### src/rtl/sdr_pkg.sv
// Shared AFE sample definitions: I/Q widths, TX state encoding and the
// two's-complement / offset-binary word conversion used on the AFE pins.
package sdr_pkg;

    localparam int IQ_PAIR_WIDTH = 24;
    localparam int SAMPLE_WIDTH  = IQ_PAIR_WIDTH / 2;

    typedef enum logic [1:0] {
        ST_IDLE  = 2'd0,
        ST_PRIME = 2'd1,
        ST_RUN   = 2'd2,
        ST_FLUSH = 2'd3
    } tx_state_t;

    // Offset-binary differs from two's complement only in the sign bit.
    function automatic logic [SAMPLE_WIDTH-1:0] to_afe_code(
        input logic [SAMPLE_WIDTH-1:0] sample,
        input logic                    offset_binary
    );
        to_afe_code = {sample[SAMPLE_WIDTH-1] ^ offset_binary, sample[SAMPLE_WIDTH-2:0]};
    endfunction

    function automatic logic [SAMPLE_WIDTH-1:0] zero_code(input logic offset_binary);
        zero_code = to_afe_code({SAMPLE_WIDTH{1'b0}}, offset_binary);
    endfunction

endpackage

### src/rtl/afe_tx_fifo.sv
// Small synchronous pair FIFO with a registered occupancy count; a word
// written this cycle is not readable until the next one.
module afe_tx_fifo
    import sdr_pkg::*;
#(
    parameter int DEPTH = 4,
    parameter int WIDTH = IQ_PAIR_WIDTH
) (
    input  logic                   clk,
    input  logic                   reset,
    input  logic                   push,
    input  logic [WIDTH-1:0]       wdata,
    input  logic                   pop,
    output logic [WIDTH-1:0]       rdata,
    output logic                   full,
    output logic                   empty,
    output logic [$clog2(DEPTH):0] level
);

    localparam int AW = $clog2(DEPTH);

    logic [WIDTH-1:0] mem [DEPTH];
    logic [AW-1:0]    wr_ptr;
    logic [AW-1:0]    rd_ptr;
    logic             do_push;
    logic             do_pop;

    assign full    = (level == (AW+1)'(DEPTH));
    assign empty   = (level == '0);
    assign do_push = push & ~full;
    assign do_pop  = pop & ~empty;
    assign rdata   = mem[rd_ptr];

    always_ff @(posedge clk) begin
        if (do_push) begin
            mem[wr_ptr] <= wdata;
        end
    end

    always_ff @(posedge clk) begin
        if (reset) begin
            wr_ptr <= '0;
            rd_ptr <= '0;
            level  <= '0;
        end else begin
            if (do_push) begin
                wr_ptr <= wr_ptr + 1'b1;
            end
            if (do_pop) begin
                rd_ptr <= rd_ptr + 1'b1;
            end
            case ({do_push, do_pop})
                2'b10:   level <= level + 1'b1;
                2'b01:   level <= level - 1'b1;
                default: level <= level;
            endcase
        end
    end

endmodule

### src/rtl/afe_tx_iq_mux.sv
// Buffers host I/Q pairs and interleaves them onto the 12-bit AFE TX bus as
// I then Q words, inserting zero-coded pairs and flagging underruns when starved.
module afe_tx_iq_mux
    import sdr_pkg::*;
#(
    parameter int FIFO_DEPTH    = 4,
    parameter int PRIME_LEVEL   = 2,
    parameter bit OFFSET_BINARY = 1'b0
) (
    input  logic                          clk,
    input  logic                          reset,
    input  logic                          en,
    input  logic [IQ_PAIR_WIDTH-1:0]      s_data,
    input  logic                          s_valid,
    output logic                          s_ready,
    output logic [SAMPLE_WIDTH-1:0]       afe_tx_d,
    output logic                          afe_tx_sel,
    output logic                          afe_tx_en,
    output logic                          underrun,
    output logic [15:0]                   underrun_cnt,
    output logic [$clog2(FIFO_DEPTH):0]   fifo_level
);

    localparam int LW = $clog2(FIFO_DEPTH) + 1;
    localparam logic [SAMPLE_WIDTH-1:0] ZERO = zero_code(OFFSET_BINARY);

    tx_state_t                state;
    tx_state_t                state_next;
    logic                     ph;
    logic [SAMPLE_WIDTH-1:0]  q_hold;
    logic [SAMPLE_WIDTH-1:0]  q_next;
    logic [SAMPLE_WIDTH-1:0]  d_next;
    logic                     sel_next;
    logic                     txen_next;
    logic                     und_next;
    logic [15:0]              cnt_q;
    logic [IQ_PAIR_WIDTH-1:0] fifo_rdata;
    logic                     fifo_full;
    logic                     fifo_empty;
    logic                     push;
    logic                     pop;

    assign s_ready      = ~reset & ~fifo_full;
    assign push         = s_valid & s_ready;
    assign pop          = (state == ST_RUN) & ~ph & ~fifo_empty;
    assign underrun_cnt = cnt_q;

    afe_tx_fifo #(
        .DEPTH (FIFO_DEPTH),
        .WIDTH (IQ_PAIR_WIDTH)
    ) u_fifo (
        .clk   (clk),
        .reset (reset),
        .push  (push),
        .wdata (s_data),
        .pop   (pop),
        .rdata (fifo_rdata),
        .full  (fifo_full),
        .empty (fifo_empty),
        .level (fifo_level)
    );

    always_comb begin
        state_next = state;
        unique case (state)
            ST_FLUSH: state_next = ST_IDLE;
            ST_IDLE:  if (en) state_next = ST_PRIME;
            ST_PRIME: begin
                if (!en) begin
                    state_next = ST_IDLE;
                end else if (fifo_level >= LW'(PRIME_LEVEL)) begin
                    state_next = ST_RUN;
                end
            end
            // Leaving only from the Q slot keeps every pair intact.
            ST_RUN:   if (ph && !en) state_next = ST_IDLE;
            default:  state_next = ST_FLUSH;
        endcase
    end

    always_comb begin
        d_next    = ZERO;
        sel_next  = 1'b0;
        txen_next = 1'b0;
        und_next  = 1'b0;
        q_next    = q_hold;
        if (state == ST_RUN) begin
            txen_next = 1'b1;
            if (!ph) begin
                sel_next = 1'b1;
                if (fifo_empty) begin
                    und_next = 1'b1;
                    q_next   = ZERO;
                end else begin
                    d_next = to_afe_code(fifo_rdata[IQ_PAIR_WIDTH-1:SAMPLE_WIDTH], OFFSET_BINARY);
                    q_next = to_afe_code(fifo_rdata[SAMPLE_WIDTH-1:0], OFFSET_BINARY);
                end
            end else begin
                d_next = q_hold;
            end
        end
    end

    always_ff @(posedge clk) begin
        if (reset) begin
            state      <= ST_FLUSH;
            ph         <= 1'b0;
            q_hold     <= ZERO;
            afe_tx_d   <= ZERO;
            afe_tx_sel <= 1'b0;
            afe_tx_en  <= 1'b0;
            underrun   <= 1'b0;
            cnt_q      <= '0;
        end else begin
            state      <= state_next;
            ph         <= (state == ST_RUN) ? ~ph : 1'b0;
            q_hold     <= q_next;
            afe_tx_d   <= d_next;
            afe_tx_sel <= sel_next;
            afe_tx_en  <= txen_next;
            underrun   <= und_next;
            if (und_next && (cnt_q != 16'hFFFF)) begin
                cnt_q <= cnt_q + 16'd1;
            end
        end
    end

endmodule
### config.mk
export PLATFORM = sky130hd
export DESIGN_NAME = afe_tx_iq_mux
export DESIGN_NICKNAME = d
export VERILOG_FILES = /design/src/rtl/sdr_pkg.sv /design/src/rtl/afe_tx_fifo.sv /design/src/rtl/afe_tx_iq_mux.sv
export SDC_FILE = /design/constraint.sdc
export NUM_CORES = 1
export LEC_CHECK = 0
export CORE_AREA = 2 2 149 151
export CTS_CLUSTER_SIZE = 10
export DETAILED_ROUTE_END_ITERATION = 10
export DIE_AREA = 0 0 151 153
export PLACE_DENSITY_LB_ADDON = 0.05
export SETUP_SLACK_MARGIN = 0.1
export SYNTH_ARGS = -nofsm -noshare
export SYNTH_HDL_FRONTEND = slang
export SYNTH_SLANG_ARGS = --single-unit
### constraint.sdc
create_clock -name clk -period 7.1 [get_ports clk]
set_input_delay 0.71 -clock clk [delete_from_list [all_inputs] [get_ports clk]]
set_output_delay 0.71 -clock clk [all_outputs]
set_load 0.01 [all_outputs]
# Word-level counts from Yosys, hierarchy flattened
# Memories as Yosys holds them, arrays and structs flattened. A register that Yosys moved wholly into a read port is not among the register bits.
# Index checks and enable logic that the tools add are counted.
dict set report op_classes {
  muxes 18
  add_sub_neg 5
  n_eq_ne 10
  bitwise_logic 11
  reduce_logical 9
  order_cmp 1
}
# op count
set op_table {}
lappend op_table {{$mux W12} 3}
lappend op_table {{$add A16 B1 Y16 const B} 1}
lappend op_table {{$ne A16 B16 Y1 const B} 1}
lappend op_table {{$mux W2} 6}
lappend op_table {{$pmux W2 S4} 1}
lappend op_table {{$mux W1} 7}
lappend op_table {{$and A1 B1 Y1} 6}
lappend op_table {{$eq A2 B2 Y1 const B} 3}
lappend op_table {{$pmux W3 S2} 1}
lappend op_table {{$not A1 Y1} 5}
lappend op_table {{$add A2 B1 Y2 const B} 2}
lappend op_table {{$eq A2 B1 Y1 const B} 2}
lappend op_table {{$ne A2 B2 Y1 const B} 2}
lappend op_table {{$add A3 B1 Y3 const B} 1}
lappend op_table {{$eq A3 B3 Y1 const B} 1}
lappend op_table {{$ge A3 B2 Y1 const B} 1}
lappend op_table {{$logic_not A3 Y1} 1}
lappend op_table {{$ne A3 B3 Y1 const B} 1}
lappend op_table {{$reduce_and A3 Y1} 1}
lappend op_table {{$sub A3 B1 Y3 const B} 1}
lappend op_table {{$logic_and A1 B1 Y1} 2}
lappend op_table {{$logic_not A2 Y1} 1}
lappend op_table {{$reduce_and A2 Y1} 1}
lappend op_table {{$reduce_bool A2 Y1} 1}
lappend op_table {{2 further kinds} 2}
dict set report totals {
  elab_cells 66
  ram_bits 96
  reg_bits 53
  out_inout_bits 35
  n_memories 1
}
# memory depth width rd rd_clocked_by_memory_dff wr line
set mem_list {}
lappend mem_list {u_fifo.mem 4 24 1 1 1 afe_tx_fifo.sv:22} ;# logic [WIDTH-1:0] mem [DEPTH];

# Longest topological paths before layout
# Gate-level depths: netlist (run 1).
dict set report depth {
  depth_word 7
  ltp_mapped 10
  ltp_nobuf 9
}

# Hierarchy
# From an unflattened synthesis (run 1), not the netlist that was laid out.
dict set report hier_totals {
  cells_unflattened 400
  hier_area_um2 5964.5
}
# module seq_area_each_um2 cells_per_inst area_each_um2 n_inst
set modules_own_cells {}
lappend modules_own_cells {afe_tx_fifo 3062.9 180 3978.8 1}
lappend modules_own_cells {afe_tx_iq_mux 900.9 220 1985.7 1}

# Worst setup path after synthesis (run 1)
# OpenSTA, ideal clock, no wires.
dict set report synth_path {
  path_kind {reg-to-reg}
  from {reg, netlist name afe_tx_sel}
  to {reg u_fifo.level[2]}
  setup_ns 0.070
  arrival_time_ns 2.615
  required_ns 7.030
  stages_incl_launch_ff 11
  synth_period_minus_slack_ns 2.686
  setup_slack_ns 4.414
  path_buffers 2
  cell_sequence {dfxtp_1 > or3b_1 > buf_2 > nor2_1 > clkbuf_1 > ha_1 > inv_1 > fa_1 > xor2_1 > or3_1 > a21oi_1}
}
# item line
set synth_rtl {}
lappend synth_rtl {{end signal: assignment} afe_tx_fifo.sv:53} ;# 2'b10: level <= level + 1'b1;
lappend synth_rtl {{end signal: assignment} afe_tx_fifo.sv:54} ;# 2'b01: level <= level - 1'b1;
lappend synth_rtl {{end signal: assignment} afe_tx_fifo.sv:55} ;# default: level <= level;
lappend synth_rtl {{end: declaration} afe_tx_fifo.sv:17} ;# output logic [$clog2(DEPTH):0] level

==> impl_metrics.env, run 1 <==
export IMPL_grt_max_degree=46
export IMPL_clk_pin_slew_ns=0.06
export IMPL_critPathKind="flop to flop"
export IMPL_tns_ns=0
export IMPL_drt_pass1_iter_count=4
export IMPL_grt_pass1_vias=3430
export IMPL_yosys_most_used_dff="edfxtp_1"
export IMPL_p_leak_uw=0.00229
export IMPL_hold_viol=0
export IMPL_post_cts_buffers=0
export IMPL_fin_crit_sh=0.494
export IMPL_initial_utilization=0.265
export IMPL_irDropWorstVdd_mv=0.147
export IMPL_instances_no_fill=734
export IMPL_yosysTopAreaCellShare=0.507
export IMPL_crit_family="simple AND/OR/NAND/NOR gates"
export IMPL_cp_data_arrival_time_ns=3.86
export IMPL_ios=63
export IMPL_report_final_slew_viol_count=0
export IMPL_final_min_clock_period_ns=3.51
export IMPL_viasPerCell=4.51
export IMPL_crit_buf_inv=1
export IMPL_die_y_um=153
export IMPL_slowest_stage="nor2_1"
export IMPL_vias=3314
export IMPL_r2r_start="afe_tx_sel"
export IMPL_min_path_cells=2
export IMPL_placementRows=54
export IMPL_grt_pass1_wl_um=20100
export IMPL_synth_largest_area_cell="edfxtp_1"
export IMPL_met2_wirelength_um=6790
export IMPL_drive_above_1_share=0.139
export IMPL_antenna_found_initial=0
export IMPL_remaining_drc_errors=0
export IMPL_worst_slew_pin_slew_ns=1.05
export IMPL_required_ns=7.45
export IMPL_async_reset_ff_frac=0
export IMPL_die_area_mm2=0.0231
export IMPL_hold_buffers=0
export IMPL_track_usage=0.119
export IMPL_synthTopCellsByArea="edfxtp_1, dfxtp_1, mux4_2, a22oi_1, nor2_1"
export IMPL_root_buffer="clkbuf_16"
export IMPL_route_met3_wl_um=406
export IMPL_highest_layer="met4"
export IMPL_hold_path_startpoint="underrun_cnt[15]"
export IMPL_syn_instance_count=374
export IMPL_rsz0062_at_grt="no"
export IMPL_critical_path_endpoint_type="flop"
export IMPL_drtIter0Drc=179
export IMPL_synth_edf_count=96
export IMPL_ys_types=39
export IMPL_switching_share=0.227
export IMPL_synthTopCellsByCount="edfxtp_1, dfxtp_1, nor2_1"
export IMPL_die_w_um=151
export IMPL_startpoint="afe_tx_sel"
export IMPL_power_density_mw_per_mm2=277
export IMPL_p_comb_frac=0.070
export IMPL_startpoint_type="flop"
export IMPL_seqPwrFrac=0.488
export IMPL_path_cells="or3b_1, nor2_1, ha_1, inv_1, fa_1, xor2_1, or3_1, a21oi_1"
export IMPL_dp_cells=702
export IMPL_p_int_uw=1540
export IMPL_synth_seq_cells=150
export IMPL_gr_total_overflow=0
export IMPL_cp_max_fo=17
export IMPL_hpwl_um=8130
export IMPL_relSlewSlack=0.297
export IMPL_core_area_mm2=0.0215
export IMPL_avgSynthCellArea_um2=15.2
export IMPL_pre_cts_slack_ns=3.51
export IMPL_finalSetupViolations=0
export IMPL_switching_power_uw=453
export IMPL_n_antenna_cell=0
export IMPL_area_growth_pct=26.7
export IMPL_cts_buffer_depth=2
export IMPL_maxCapViolCount=0
export IMPL_power_uw=1990
export IMPL_yosysMostFrequentCell="edfxtp_1"
export IMPL_setup_slack_ns=3.59
export IMPL_synth_seq_area_share=0.697
export IMPL_io_buffers=62
export IMPL_nNetsFinal=476
export IMPL_rrSetupSlack_ns=3.59
export IMPL_clkLatencyLatePin_ns=0.42
export IMPL_fin_skew_ns=0.00881
export IMPL_gp_congestion=0.696
export IMPL_status="completed"
export IMPL_clock_sinks=150
export IMPL_ff2ff_path_depth=8
export IMPL_route_layer_met1_wl_um=5570
export IMPL_totalWireLength_um=12900
export IMPL_hp_class="flop to flop"
export IMPL_cts_tree="yes"
export IMPL_fmax_mhz=285
export IMPL_cts_resized=0
export IMPL_yosysWarningCount=0
export IMPL_synth_area_mm2=0.00568
export IMPL_antenna_left=0
export IMPL_whs_endpoint="underrun_cnt[15]"
export IMPL_wire_per_inst_um=17.6
export IMPL_cts_buffers=17
export IMPL_synth_nets=409
export IMPL_htree_num_levels=4
export IMPL_worst_r2r_endpoint="u_fifo.level[2]"
export IMPL_pwr_share_clk=0.442
export IMPL_cpPeakStageDelay_ns=0.90
==> kinds of logic after synthesis <==
family                     after synthesis  synth area share
xor gates and xnor gates                 5           0.00771
DFF                                    150             0.697
adders and majority gates                7            0.0167
muxes                                   28             0.103
and+or+nand+nor                         93            0.0821
buffers and inverters                   32            0.0216
AOI/OAI and AO/OA                       59            0.0716
==> metrics by stage <==
stage | hold WS [ns] | util | cell area (um2)
finish | 0.504 | 0.335 | 7200
global route | 0.547 | 0.335 | 7200
CTS | 0.504 | 0.335 | 7200
detailed placement | 0.496 | 0.308 | 6620
global placement | 0.489 | 0.308 | 6620
floorplan | 0.469 | - | 5680
==> cell type report <==
cell class                 instances  area (um2)
tap                              280         350
fill                            2109       14300
clock inverter                    15         153
clock buffer                      17         425
multi-input combinational        192        1600
sequential                       150        3960
timing repair buffer              67         658
inverter                          13        48.8
==> state kept, by name, summed over array words and instances (netlist names), 2 cells and up, named ones only <==
register,count
u_fifo.mem,96
underrun_cnt,16
afe_tx_d,12
q_hold,12
u_fifo.level,3
state,2
u_fifo.rd_ptr,2
u_fifo.wr_ptr,2
==> per-layer routing <==
| layer | track usage | vias to the layer above |
|---|---|---|
| li1 | - | 1583 |
| met1 | 0.140 | 1666 |
| met2 | 0.207 | 55 |
| met3 | 0.0346 | 10 |
| met4 | 0.0401 | 0 |
| met5 | 0 | - |
==> worst max-delay path by stage <==
stage | cells after the start | end
3_3_place_gp | 8 | u_fifo.level[2]
4_1_cts | 8 | u_fifo.level[2]
3_5_place_dp | 8 | u_fifo.level[2]
5_1_grt | 8 | u_fifo.level[2]
2_1_floorplan | 10 | u_fifo.level[2]
6_report | 8 | u_fifo.level[2]
==> cells in the final DEF, fill, tap and decap left out, types with 6 or more instances in the layout <==
cell              n
a21oi_1          13
a22oi_1          24
clkbuf_16        17
clkdlybuf4s50_1  62
dfxtp_1          54
edfxtp_1         96
ha_1              6
inv_1            13
mux4_2           24
nand2_1           8
nor2_1           41
o31ai_1           8
or3_1             6
or4_1             7
==> tightest hold or removal path, cell delays in order (launching register included) <==
cell and delay, ns:
dfxtp_1 0.33, o31ai_1 0.07, a21oi_1 0.06
==> power groups by stage <==
stage	registers [uW]	clock network [uW]	logic (uW)
global placement	990	0	143
global route	975	944	155
CTS	972	913	144
floorplan	986	0	81.5
detailed placement	991	0	143
finish	972	881	139
Power figures use the tool's default switching activity.
==> run 2: changes to the inputs <==
==> constraint.sdc (replaced) <==
create_clock -name clk -period 3.15 [get_ports clk]
set_input_delay 0.315 -clock clk [delete_from_list [all_inputs] [get_ports clk]]
set_output_delay 0.315 -clock clk [all_outputs]
set_load 0.01 [all_outputs]
==> run 2 against run 1 <==
Fmax up 41%. Clock power grew 130%. Register-to-register slack lost 2.9 ns. Critical path type unchanged. Clock skew increased by 0.00074 ns. Utilization increased by 0.38 points. Largest power group unchanged. Hold slack improved by 0.0073 ns. Global-route usage is 0.32 points higher. First-iteration DRC count shrank 2.2%. Combinational power is 150% higher.
==> impl_metrics.env, run 2 (same netlist as run 1, synthesis figures left out) <==
export IMPL_p_leak_uw=0.00233
export IMPL_fmax_mhz=403
export IMPL_post_cts_buffers=0
export IMPL_remaining_drc_errors=0
export IMPL_drive_above_1_share=0.156
export IMPL_placed_cell_area_mm2=0.00668
export IMPL_startpoint_type="flop"
export IMPL_crit_buf_inv=2
export IMPL_area_growth_pct=28.1
export IMPL_fill_cells=2126
export IMPL_die_area_mm2=0.0231
export IMPL_cts_buffer_depth=2
export IMPL_hold_viol=0
export IMPL_cpPeakStageDelay_ns=0.39
export IMPL_antenna_found_initial=0
export IMPL_placementRows=54
export IMPL_critPathKind="flop to flop"
export IMPL_cts_resized=0
export IMPL_drtIter0Drc=175
export IMPL_htree_num_levels=4
export IMPL_gr_total_overflow=0
export IMPL_status="completed"
export IMPL_hp_class="flop to flop"
export IMPL_wire_per_inst_um=18.1
export IMPL_clock_sinks=150
export IMPL_totalWireLength_um=13400
export IMPL_die_y_um=153
export IMPL_required_ns=3.49
export IMPL_irDropWorstVdd_mv=0.377
export IMPL_vias=3374
export IMPL_viasPerCell=4.55
export IMPL_rsz0062_at_grt="no"
export IMPL_cts_tree="yes"
export IMPL_slowest_stage="dfxtp_1"
export IMPL_root_buffer="clkbuf_16"
export IMPL_report_final_slew_viol_count=0
export IMPL_grt_max_degree=45
export IMPL_n_antenna_cell=0
export IMPL_nNetsFinal=484
export IMPL_fin_crit_sh=0.788
export IMPL_finalSetupViolations=0
export IMPL_clkLatencyLatePin_ns=0.42
export IMPL_relSlewSlack=0.488
export IMPL_hold_buffers=0
export IMPL_power_density_mw_per_mm2=631
export IMPL_cp_data_arrival_time_ns=2.82
export IMPL_die_w_um=151
export IMPL_mostFrequentLayoutCell="edfxtp_1"
export IMPL_ios=63
export IMPL_core_area_mm2=0.0215
export IMPL_gp_congestion=0.693
export IMPL_io_buffers=62
export IMPL_top_register="u_fifo.mem"
export IMPL_final_cell_mix="edfxtp_1, clkdlybuf4s50_1, dfxtp_1"
export IMPL_cts_buffers=17
export IMPL_seq_area_mm2=0.00396
export IMPL_largest_reg_flops=96
export IMPL_clk_pin_slew_ns=0.07
export IMPL_maxCapViolCount=0
export IMPL_final_min_clock_period_ns=2.48
export IMPL_crit_family="simple AND/OR/NAND/NOR gates"
export IMPL_grt_pass1_vias=3486
export IMPL_initial_utilization=0.265
export IMPL_fin_skew_ns=0.00955
export IMPL_worst_slew_pin_slew_ns=0.761
export IMPL_antenna_left=0
export IMPL_track_usage=0.122
export IMPL_stdcell_area_mm2=0.00728
export IMPL_grt_pass1_wl_um=20700
export IMPL_tns_ns=0
export IMPL_drt_pass1_iter_count=4
export IMPL_critical_path_endpoint_type="flop"
export IMPL_cp_max_fo=16
export IMPL_hpwl_um=8160
export IMPL_path_cells="or3b_1, buf_4, nor2_1, ha_1, inv_1, fa_1, xor2_1, or3_1, a21oi_1"
export IMPL_multi_input_area_mm2=0.00160
-- run 2: cell type report --
cell class | instances | share of cell area
Multi-Input combinational cell | 192 | 0.219
Timing Repair Buffer | 75 | 0.0987
Inverter | 13 | 0.00670
Tap cell | 280 | 0.0481
Sequential cell | 150 | 0.545
Clock inverter | 15 | 0.0242
Clock buffer | 17 | 0.0584
-- run 2: power breakdown --
| group | switching (uW) | internal (uW) |
|---|---|---|
| Combinational | 184 | 158 |
| Sequential | 30.1 | 2150 |
| Clock | 820 | 1250 |
| Total | 1030 | 3560 |
-- run 2: path summary, 6_finish.rpt --
kind	cells after the start	endpoint	slack [ns]	from
worst min register to register	2	underrun_cnt[15]	0.51	underrun_cnt[15]
worst max-delay path	9	u_fifo.level[2]	0.67	state[1]
worst max register to register	9	u_fifo.level[2]	0.67	state[1]
worst min-delay path	2	underrun_cnt[15]	0.51	underrun_cnt[15]
-- run 2: per-layer routing --
layer  up-vias  track usage  wire (um)
li1       1598            -          -
met1      1686        0.150       5890
met2        75        0.208       6890
met3        15       0.0296        473
met4         0       0.0427        188
met5         -            0          0
-- run 2: per-stage QoR --
stage	setup slack [ns]	util	hold slack [ns]	total power, uW	cells
after floorplan	0.464	-	0.414	2410	374
after global placement	0.721	0.311	0.487	2570	710
after detailed placement	0.626	0.311	0.493	2580	710
after CTS	0.653	0.339	0.504	4670	742
after global routing	0.542	0.339	0.537	4780	742
final	0.669	0.339	0.511	4590	742
-- run 2: worst reg2reg max path, delay by kind of cell (launching register included) --
kind	cells	cell delay (ns)
AND/OR/NAND/NOR	3	0.85
adder cells (fa/ha/maj)	2	0.58
flip-flops	1	0.39
buffers and inverters	2	0.27
AO/OA/AOI/OAI	1	0.17
XOR/XNOR	1	0.16
==> run 3: changes to the inputs <==
==> constraint.sdc (replaced) <==
create_clock -name clk -period 2.4 [get_ports clk]
set_input_delay 0.24 -clock clk [delete_from_list [all_inputs] [get_ports clk]]
set_output_delay 0.24 -clock clk [all_outputs]
set_load 0.01 [all_outputs]
==> run 3 against run 2 <==
Highest routed layer unchanged. Final area rose by 2.5%. First-iteration DRC count fell by 18%. Hold slack got worse by 0.053 ns. Non-clock buffer count rose by 12. Sequential share of layout area fell by 1.2 points. Power rose by 32%. Clock-buffer cell count rose by 3. Clock power rose by 31%. Die area did not move. Sequential cell count did not move. Combinational power rose by 45%. Wire length rose by 5.2%. Largest power group unchanged.
==> impl_metrics.env, run 3 (same netlist as run 1, synthesis figures left out) <==
export IMPL_core_area_mm2=0.0215
export IMPL_startpoint="u_fifo.level[2]"
export IMPL_finalSetupViolations=0
export IMPL_area_growth_pct=31.2
export IMPL_critPathKind="flop to flop"
export IMPL_largest_reg_flops=96
export IMPL_htree_num_levels=4
export IMPL_seqPwrFrac=0.471
export IMPL_viasPerCell=4.55
export IMPL_relSlewSlack=0.518
export IMPL_fmax_mhz=466
export IMPL_io_buffers=62
export IMPL_die_y_um=153
export IMPL_hold_viol=0
export IMPL_hold_path_startpoint="s_data[7]"
export IMPL_gp_congestion=0.694
export IMPL_report_final_slew_viol_count=0
export IMPL_p_int_uw=4720
export IMPL_drt_pass1_iter_count=4
export IMPL_n_antenna_cell=0
export IMPL_cts_buffer_depth=2
export IMPL_grt_pass1_vias=3656
export IMPL_r2r_start="u_fifo.level[2]"
export IMPL_remaining_drc_errors=0
export IMPL_fill_cells=2111
export IMPL_met2_wirelength_um=7420
export IMPL_status="completed"
export IMPL_grt_max_degree=25
export IMPL_clk_pin_slew_ns=0.06
export IMPL_antenna_left=0
export IMPL_placementRows=54
export IMPL_power_uw=6080
export IMPL_hold_buffers=0
export IMPL_root_buffer="clkbuf_16"
export IMPL_cp_data_arrival_time_ns=2.45
export IMPL_drtIter0Drc=143
export IMPL_wire_per_inst_um=18.7
export IMPL_critical_path_endpoint_type="flop"
export IMPL_antenna_found_initial=0
export IMPL_highest_layer="met4"
export IMPL_vias=3433
export IMPL_hpwl_um=8900
export IMPL_switching_share=0.223
export IMPL_fin_crit_sh=0.895
export IMPL_p_comb_frac=0.082
export IMPL_p_leak_uw=0.00240
export IMPL_die_area_mm2=0.0231
export IMPL_mostFrequentLayoutCell="edfxtp_1"
export IMPL_rsz0062_at_grt="no"
export IMPL_final_min_clock_period_ns=2.15
export IMPL_top_register="u_fifo.mem"
export IMPL_cts_tree="yes"
export IMPL_maxCapViolCount=0
export IMPL_cts_buffers=17
export IMPL_switching_power_uw=1360
export IMPL_required_ns=2.70
export IMPL_totalWireLength_um=14100
export IMPL_nNetsFinal=496
export IMPL_route_met3_wl_um=370
export IMPL_tns_ns=0
export IMPL_gr_total_overflow=0
export IMPL_cts_resized=0
export IMPL_startpoint_type="flop"
export IMPL_ios=63
export IMPL_final_cell_mix="edfxtp_1, clkdlybuf4s50_1, dfxtp_1"
export IMPL_die_w_um=151
export IMPL_drive_above_1_share=0.186
export IMPL_pwr_share_clk=0.448
export IMPL_track_usage=0.130
export IMPL_hp_class="primary input to flop"
export IMPL_route_layer_met1_wl_um=6220
export IMPL_cp_max_fo=8
export IMPL_worst_slew_pin_slew_ns=0.718
export IMPL_clkLatencyLatePin_ns=0.42
export IMPL_power_density_mw_per_mm2=815
export IMPL_fin_skew_ns=0.0143
export IMPL_grt_pass1_wl_um=21900
export IMPL_post_cts_buffers=0
export IMPL_initial_utilization=0.265
export IMPL_irDropWorstVdd_mv=0.428
export IMPL_clock_sinks=150
## run 3: changes by cell type in the layout (fill, tap and decap cells not counted), sizes merged
cell    previous run  this run
buf               13        25
clkbuf            17        20
inv               17        15
clkinv             4         3
## run 3: worst paths after layout
check	endpoint	slack (ns)	cells after the start
min reg2reg	state[1]	0.48	1
min	u_fifo.mem[0][7]	0.46	1
max	underrun_cnt[9]	0.25	4
max reg2reg	underrun_cnt[9]	0.25	4
## run 3: final cells by class
type / instances / area [um2] / share of cell area
clock inverter: 12 / 151 / 0.0203
timing repair buffer: 87 / 871 / 0.117
tap: 280 / 350 / 0.0470
multi-input combinational: 192 / 1620 / 0.217
clock buffer: 20 / 447 / 0.0599
inverter: 13 / 48.8 / 0.00654
sequential: 150 / 3970 / 0.532
## run 3: per-layer routing
| layer | vias up | track usage |
|---|---|---|
| met5 | - | 0 |
| met4 | 0 | 0.0360 |
| met3 | 8 | 0.0364 |
| met2 | 50 | 0.222 |
| met1 | 1758 | 0.160 |
| li1 | 1617 | - |
## run 3: power groups by stage
stage	logic (uW)	registers [uW]	clock network, uW
after CTS	513	2860	2800
after detailed placement	508	2920	0
after global placement	503	2910	0
after floorplan	254	2920	0
final	497	2860	2720
after global routing	551	2870	2910
## run 3: through the flow
step / setup WS (ns) / instances / cell area (um2) / util / hold slack (ns)
2_1_floorplan: 0.106 / 374 / 5730 / - / 0.339
3_3_place_gp: 0.231 / 722 / 6860 / 0.319 / 0.495
3_5_place_dp: 0.160 / 722 / 6860 / 0.319 / 0.498
4_1_cts: 0.166 / 754 / 7450 / 0.347 / 0.441
5_1_grt: 0.130 / 754 / 7460 / 0.347 / 0.456
6_report: 0.252 / 754 / 7460 / 0.347 / 0.459
## run 3: worst max-delay path, cell delays in order, from the launching register on
cell,delay [ns]
dfxtp_1,0.37
or3_1,0.45
or4_1,0.64
nor3b_1,0.23
mux2_2,0.35
